File: config.mk
export PLATFORM = sky130hd
export DESIGN_NAME = drum_column_solver
export DESIGN_NICKNAME = d
export VERILOG_FILES = /design/src/rtl/drum_pkg.sv /design/src/rtl/drum_node_update.sv /design/src/rtl/drum_column_solver.sv
export SDC_FILE = /design/constraint.sdc
export NUM_CORES = 2
export LEC_CHECK = 0
export ABC_AREA = 1
export BUFFER_PORTS_ARGS = -buffer_cell sky130_fd_sc_hd__buf_2
export CELL_PAD_IN_SITES_DETAIL_PLACEMENT = 0
export CELL_PAD_IN_SITES_GLOBAL_PLACEMENT = 1
export CORE_MARGIN = 5
export CORE_UTILIZATION = 56
export CTS_CLUSTER_DIAMETER = 150
export DETAILED_ROUTE_END_ITERATION = 8
export HOLD_SLACK_MARGIN = 0.03
export MAX_ROUTING_LAYER = met4
export PLACE_DENSITY = 0.84
export SLEW_MARGIN = 15
export SYNTH_ARGS = -nofsm -noshare
export SYNTH_HDL_FRONTEND = slang
export SYNTH_SLANG_ARGS = --single-unit
File: constraint.sdc
create_clock -name clk -period 26.8 [get_ports clk]
set_input_delay 4.02 -clock clk [delete_from_list [all_inputs] [get_ports clk]]
set_output_delay 4.02 -clock clk [all_outputs]
set_load 0.03 [all_outputs]
File: src/rtl/drum_pkg.sv
// drum_pkg: shared types and helpers for the drum mesh column solver.
//   solver_state_e : column solver FSM states
//   DefaultWidth   : default signed node value width
//   DefaultRows    : default nodes per column
//   saturate()     : clamp a signed value into a w-bit two's-complement range
package drum_pkg;

    typedef enum logic [2:0] {
        StIdle,
        StLoad0,
        StLoad1,
        StRun,
        StDone
    } solver_state_e;

    localparam int unsigned DefaultWidth = 18;
    localparam int unsigned DefaultRows  = 32;

    function automatic logic signed [31:0] saturate(input logic signed [31:0] x,
                                                    input int unsigned        w);
        logic signed [31:0] hi;
        logic signed [31:0] lo;
        hi = (32'sd1 <<< (w - 1)) - 32'sd1;
        lo = -(32'sd1 <<< (w - 1));
        if (x > hi) begin
            return hi;
        end
        if (x < lo) begin
            return lo;
        end
        return x;
    endfunction

endpackage

File: src/rtl/drum_node_update.sv
// drum_node_update: combinational damped wave-equation update of one mesh node.
//   up_i, down_i, left_i, right_i : old u of the four neighbours
//   u_i, u_prev_i                 : old u and u_prev of the node
//   u_next_o                      : new u of the node
// Build option DRUM_CLAMP_EN: t and u_next saturate instead of wrapping at WIDTH bits.
module drum_node_update
    import drum_pkg::*;
#(
    parameter int unsigned WIDTH           = DefaultWidth,
    parameter int unsigned RHO_SHIFT       = 4,
    parameter int unsigned DAMP_PREV_SHIFT = 12,
    parameter int unsigned DAMP_OUT_SHIFT  = 13
) (
    input  logic signed [WIDTH-1:0] up_i,
    input  logic signed [WIDTH-1:0] down_i,
    input  logic signed [WIDTH-1:0] left_i,
    input  logic signed [WIDTH-1:0] right_i,
    input  logic signed [WIDTH-1:0] u_i,
    input  logic signed [WIDTH-1:0] u_prev_i,
    output logic signed [WIDTH-1:0] u_next_o
);

    localparam int unsigned LW = WIDTH + 3;  // laplacian width
    localparam int unsigned TW = WIDTH + 4;  // headroom for r + 2u - u_prev + damping
    localparam int unsigned OW = WIDTH + 1;  // headroom for t - (t >>> shift)

    logic signed [LW-1:0]    lap;
    logic signed [LW-1:0]    r;
    logic signed [TW-1:0]    t_wide;
    logic signed [WIDTH-1:0] t;
    logic signed [OW-1:0]    o_wide;

    always_comb begin
        lap    = LW'(up_i) + LW'(down_i) + LW'(left_i) + LW'(right_i) - (LW'(u_i) <<< 2);
        r      = lap >>> RHO_SHIFT;
        t_wide = TW'(r) + (TW'(u_i) <<< 1) - TW'(u_prev_i)
               + TW'(u_prev_i >>> DAMP_PREV_SHIFT);
`ifdef DRUM_CLAMP_EN
        t        = WIDTH'(saturate(32'(t_wide), WIDTH));
        o_wide   = OW'(t) - OW'(t >>> DAMP_OUT_SHIFT);
        u_next_o = WIDTH'(saturate(32'(o_wide), WIDTH));
`else
        t        = WIDTH'(t_wide);
        o_wide   = OW'(t) - OW'(t >>> DAMP_OUT_SHIFT);
        u_next_o = WIDTH'(o_wide);
`endif
    end

endmodule

File: src/rtl/drum_column_solver.sv
// drum_column_solver: time-steps one drum mesh column in place, one row per clock.
//   clk, rst                  : clock, synchronous active-high reset
//   init_we/init_addr/init_u/init_u_prev : initial-condition write (idle only)
//   step_start                : start one time step (idle only)
//   busy, step_done           : step in progress / one-cycle completion pulse
//   u_row_out                 : old u of the row being updated (to neighbours)
//   left_u, right_u           : neighbours' old u of the same row
//   tap_out                   : registered new u[TAP_ROW]
// Build option DRUM_CLAMP_EN (in drum_node_update): saturating instead of wrapping update.
module drum_column_solver
    import drum_pkg::*;
#(
    parameter int unsigned WIDTH           = DefaultWidth,
    parameter int unsigned ROWS            = DefaultRows,
    parameter int unsigned RHO_SHIFT       = 4,
    parameter int unsigned DAMP_PREV_SHIFT = 12,
    parameter int unsigned DAMP_OUT_SHIFT  = 13,
    parameter int unsigned TAP_ROW         = ROWS / 2
) (
    input  logic                    clk,
    input  logic                    rst,
    input  logic                    init_we,
    input  logic [$clog2(ROWS)-1:0] init_addr,
    input  logic [WIDTH-1:0]        init_u,
    input  logic [WIDTH-1:0]        init_u_prev,
    input  logic                    step_start,
    output logic                    busy,
    output logic                    step_done,
    output logic [WIDTH-1:0]        u_row_out,
    input  logic [WIDTH-1:0]        left_u,
    input  logic [WIDTH-1:0]        right_u,
    output logic [WIDTH-1:0]        tap_out
);

    localparam int unsigned   AW         = $clog2(ROWS);
    localparam logic [AW-1:0] LastRow    = AW'(ROWS - 1);
    localparam logic [AW-1:0] PreLastRow = AW'(ROWS - 2);
    localparam logic [AW-1:0] TapRow     = AW'(TAP_ROW);

    solver_state_e state_q, state_d;
    logic [AW-1:0] row_q, row_d;

    logic [WIDTH-1:0] u_mem  [ROWS];
    logic [WIDTH-1:0] up_mem [ROWS];

    logic [WIDTH-1:0] u_rd_q;       // read-ahead: old u[i+1] during RUN row i
    logic [WIDTH-1:0] up_rd_q;      // old u_prev[i] during RUN row i
    logic [WIDTH-1:0] win_prev_q;   // old u[i-1]
    logic [WIDTH-1:0] win_cur_q;    // old u[i]
    logic [WIDTH-1:0] tap_q;

    logic             u_re, up_re, run_we;
    logic [AW-1:0]    u_raddr, up_raddr;
    logic [WIDTH-1:0] down;
    logic [WIDTH-1:0] u_next;

    always_comb begin
        state_d   = state_q;
        row_d     = row_q;
        u_re      = 1'b0;
        up_re     = 1'b0;
        u_raddr   = '0;
        up_raddr  = '0;
        run_we    = 1'b0;
        busy      = 1'b0;
        step_done = 1'b0;
        unique case (state_q)
            StIdle: begin
                if (step_start) begin
                    state_d = StLoad0;
                end
            end
            StLoad0: begin
                busy    = 1'b1;
                u_re    = 1'b1;
                u_raddr = '0;
                state_d = StLoad1;
            end
            StLoad1: begin
                busy     = 1'b1;
                u_re     = 1'b1;
                u_raddr  = AW'(1);
                up_re    = 1'b1;
                up_raddr = '0;
                row_d    = '0;
                state_d  = StRun;
            end
            StRun: begin
                busy   = 1'b1;
                run_we = 1'b1;
                // u runs two rows ahead, u_prev one row ahead; nothing past the last row
                if (row_q < PreLastRow) begin
                    u_re    = 1'b1;
                    u_raddr = row_q + AW'(2);
                end
                if (row_q != LastRow) begin
                    up_re    = 1'b1;
                    up_raddr = row_q + AW'(1);
                end
                if (row_q == LastRow) begin
                    state_d = StDone;
                end else begin
                    row_d = row_q + AW'(1);
                end
            end
            StDone: begin
                step_done = 1'b1;
                state_d   = StIdle;
            end
            default: state_d = StIdle;
        endcase
        down = (row_q == LastRow) ? '0 : u_rd_q;
    end

    drum_node_update #(
        .WIDTH          (WIDTH),
        .RHO_SHIFT      (RHO_SHIFT),
        .DAMP_PREV_SHIFT(DAMP_PREV_SHIFT),
        .DAMP_OUT_SHIFT (DAMP_OUT_SHIFT)
    ) u_node_update (
        .up_i    (win_prev_q),
        .down_i  (down),
        .left_i  (left_u),
        .right_i (right_u),
        .u_i     (win_cur_q),
        .u_prev_i(up_rd_q),
        .u_next_o(u_next)
    );

    always_ff @(posedge clk) begin
        if (rst) begin
            state_q <= StIdle;
            row_q   <= '0;
            tap_q   <= '0;
        end else begin
            state_q <= state_d;
            row_q   <= row_d;
            if (run_we && (row_q == TapRow)) begin
                tap_q <= u_next;
            end
        end
    end

    always_ff @(posedge clk) begin
        if (state_q == StLoad1) begin
            win_prev_q <= '0;
            win_cur_q  <= u_rd_q;
        end else if (run_we) begin
            win_prev_q <= win_cur_q;
            win_cur_q  <= down;
        end
        if (u_re) begin
            u_rd_q <= u_mem[u_raddr];
        end
        if (up_re) begin
            up_rd_q <= up_mem[up_raddr];
        end
    end

    // A reset in the cycle of a row's update suppresses that row's write.
    always_ff @(posedge clk) begin
        if (!rst) begin
            if (init_we && (state_q == StIdle)) begin
                u_mem[init_addr]  <= init_u;
                up_mem[init_addr] <= init_u_prev;
            end else if (run_we) begin
                u_mem[row_q]  <= u_next;
                up_mem[row_q] <= win_cur_q;
            end
        end
    end

    assign u_row_out = (state_q == StRun) ? win_cur_q : '0;
    assign tap_out   = tap_q;

endmodule

==> impl_metrics.toml <==
[logic_synthesis]
netlist_instances = 4384
ys_seq_elements = 1250
yosysMostFrequentCell = "edfxtp_1"
syn_avg_cell_area_um2 = 12.5
synth_area_um2 = 54700
synth_common_cells = "edfxtp_1 (1206), nor2_1 (924), o21ai_0 (337)"
synth.top_cell.area_share_pct = 66.3
synth-edff-count = 1206
netlist_top_cells_area = "edfxtp_1 (66%), nor2_1 (6.3%), o21ai_0 (3.1%)"
synth-seq-area-share_pct = 67.9
synth_cell_type_count = 58
synthArstFlopShare_pct = 0
synth_ff_type = "edfxtp_1"
synth_largest_area_cell = "edfxtp_1"
synth_nets = 4607
ys_warn_count = 0

[finish]
drive_gt1_share_pct = 11.3
nNetsFinal = 4672
multi_input_area_um2 = 15900
register_area_um2 = 37100
area_growth_syn_to_layout_pct = 11.2
fillCellCount = 7285

[global_route]
grt_util_met2_pct = 44.0
grtUsageMet3_pct = 4.51
grt.total_usage_pct = 29.4
grt_start_max_net_pins = 201
grt_pass1_wl_um = 221000
grt_overflow_total = 0
grt-busiest-layer = "met2"
antenna_found_initial = 1
use_met1_pct = 42.3
first_global_vias = 33800

[sta]
fmax_ghz = 0.0775
rsz0062_at_grt = "no"
hold_violations = 0
worst_pin_slew_ns = 1.16
drv_slew = 0
tns_ns = 0
period_needed_ns = 12.91
setup_viol = 0
min_period_over_period_pct = 48.2
skew_ns = 0.0316
slew_headroom_pct = 22.8
final.setup.worst_slack_ns = 13.89

[die]
ioPinCount = 119
coreArea_um2 = 96900
rows = 114
start_util_pct = 56.4
die_area_um2 = 104000
die_h_um = 322
die_x_um = 322

[clock_network]
clockRootBuffer = "clkbuf_16"
cts_made_buffers = 119
htreeDepth = 3
cts.sink_count = 1250
post_cts_buffers = 0
cts_buffer_depth = 3
cts_resized = 0
hold_buffers = 0
tritoncts = "yes"
clkTransAtPathRegs_ns = 0.06
worst_skew_pair.late_latency_ns = 0.71

[route]
route.detailed.drc = 0
wl_per_cell_um = 25.8
drtIter0Drc = 4636
firstDrtPassIters = 6
via_count = 36200
ant_nets = 0
drt_wl_total_um = 150000
post_drt_via_cell_ratio = 6.21

[setup_path]
crit_start = "left_u[3]"
worstSetupEndpointType = "flip-flop"
critPathRequiredTime_ns = 27.15
cpPeakStageDelay_ns = 0.79
arrival_ns = 13.26
r2r-start = "row_q[0]"
cp_max_fo = 32
start_kind = "input port"
worst-setup-path-type = "in2reg"
slowest_stage = "nand2_1"
crit_path_frequent_cell = "a21oi_1"

[placement]
dp_slack_ns = 13.31
port_buffers = 118
gp_congestion = 0.952
hpwl_um = 85500

[worst_hold_path]
min_from = "tap_out[6]"
hold_path_class = "reg2reg"

[outcome]
status = "complete, no violations"

[job]
cap_viol_max_count = 0
-- worst max-delay path, delay by kind of cell --
family,cells,cell delay (ns)
xor gates and xnor gates,2,0.27
adders and majority gates,7,2.84
and+or+nand+nor,10,1.90
AOI/OAI and AO/OA,20,3.83
buffers and inverters,4,0.34
-- kinds of logic (layout without fill, tap and decap cells) --
| family | count (synthesis) | in the layout | synth area share, % |
|---|---|---|---|
| DFF | 1250 | 1250 | 67.9 |
| buffers and inverters | 522 | 689 | 3.84 |
| other | 0 | 1 | 0 |
| xor gates and xnor gates | 50 | 50 | 0.801 |
| AOI/OAI and AO/OA | 1063 | 1063 | 13.3 |
| and+or+nand+nor | 1357 | 1357 | 9.95 |
| adders and majority gates | 142 | 142 | 4.23 |
-- cell usage in the layout, fill, tap and decap left out, types with 9 or more instances in the layout --
| cell | n |
|---|---|
| edfxtp_1 | 1206 |
| nor2_1 | 890 |
| o21ai_0 | 314 |
| nand2_1 | 293 |
| inv_1 | 245 |
| o21bai_1 | 150 |
| o211ai_1 | 135 |
| o32ai_1 | 127 |
| clkbuf_16 | 121 |
| buf_2 | 118 |
| o311ai_0 | 90 |
| buf_4 | 83 |
| o311ai_1 | 71 |
| fa_1 | 71 |
| ha_1 | 71 |
| a21oi_1 | 64 |
| nand3_1 | 57 |
| dfxtp_1 | 44 |
| xor2_1 | 41 |
| a31oi_1 | 39 |
| nor2_4 | 35 |
| clkinv_1 | 33 |
| nor3_1 | 23 |
| o21ai_2 | 23 |
| clkinv_2 | 22 |
| clkbuf_1 | 19 |
| a31o_2 | 18 |
| nand2_2 | 13 |
| bufinv_16 | 13 |
| o21ai_1 | 11 |
| nand4_1 | 11 |
| inv_2 | 10 |
| xnor2_1 | 9 |
-- sequential cells by signal, indices dropped and copies added (netlist names) --
register    flops
u_mem         576
u_rd_q         18
tap_out        18
up_mem        576
row_q           5
state_q         3
win_prev_q     18
win_cur_q      18
up_rd_q        18
-- metal layers --
layer / vias up / part of all wire [%]
met5: - / 0
met4: 0 / 3.2
met2: 1879 / 46
met1: 17800 / 41
li1: 16200 / -
met3: 275 / 9.7
-- worst paths after layout --
kind	slack, ns	cells past startpoint	to
max	13.89	43	u_mem[11][15]
min	0.50	2	tap_out[6]
max reg2reg	15.06	49	u_mem[11][15]
min reg2reg	0.50	2	tap_out[6]
-- stage by stage --
stage               instance area [um^2]  util (%)  instances  hold slack (ns)
floorplan                          54700         -       4384            0.482
global placement                   56800      58.7       5604            0.479
CTS                                60700      62.7       5827            0.504
detailed placement                 56800      58.7       5604            0.489
finish                             60800      62.7       5828            0.501
global route                       60800      62.7       5828            0.525
-- final cells by class --
class | instances | share of cell area, %
clock inverters | 80 | 1.31
well taps | 1276 | 2.63
clock buffers | 143 | 5.17
inverters | 263 | 1.66
diodes | 1 | 0.00412
repair buffers | 203 | 2.06
multi-input cells | 2612 | 26.1
flip-flops and latches | 1250 | 61.1
Power is left out: the tool's default activity adds up to more than one toggle a clock period on the data nets, which glitch-free logic cannot reach.
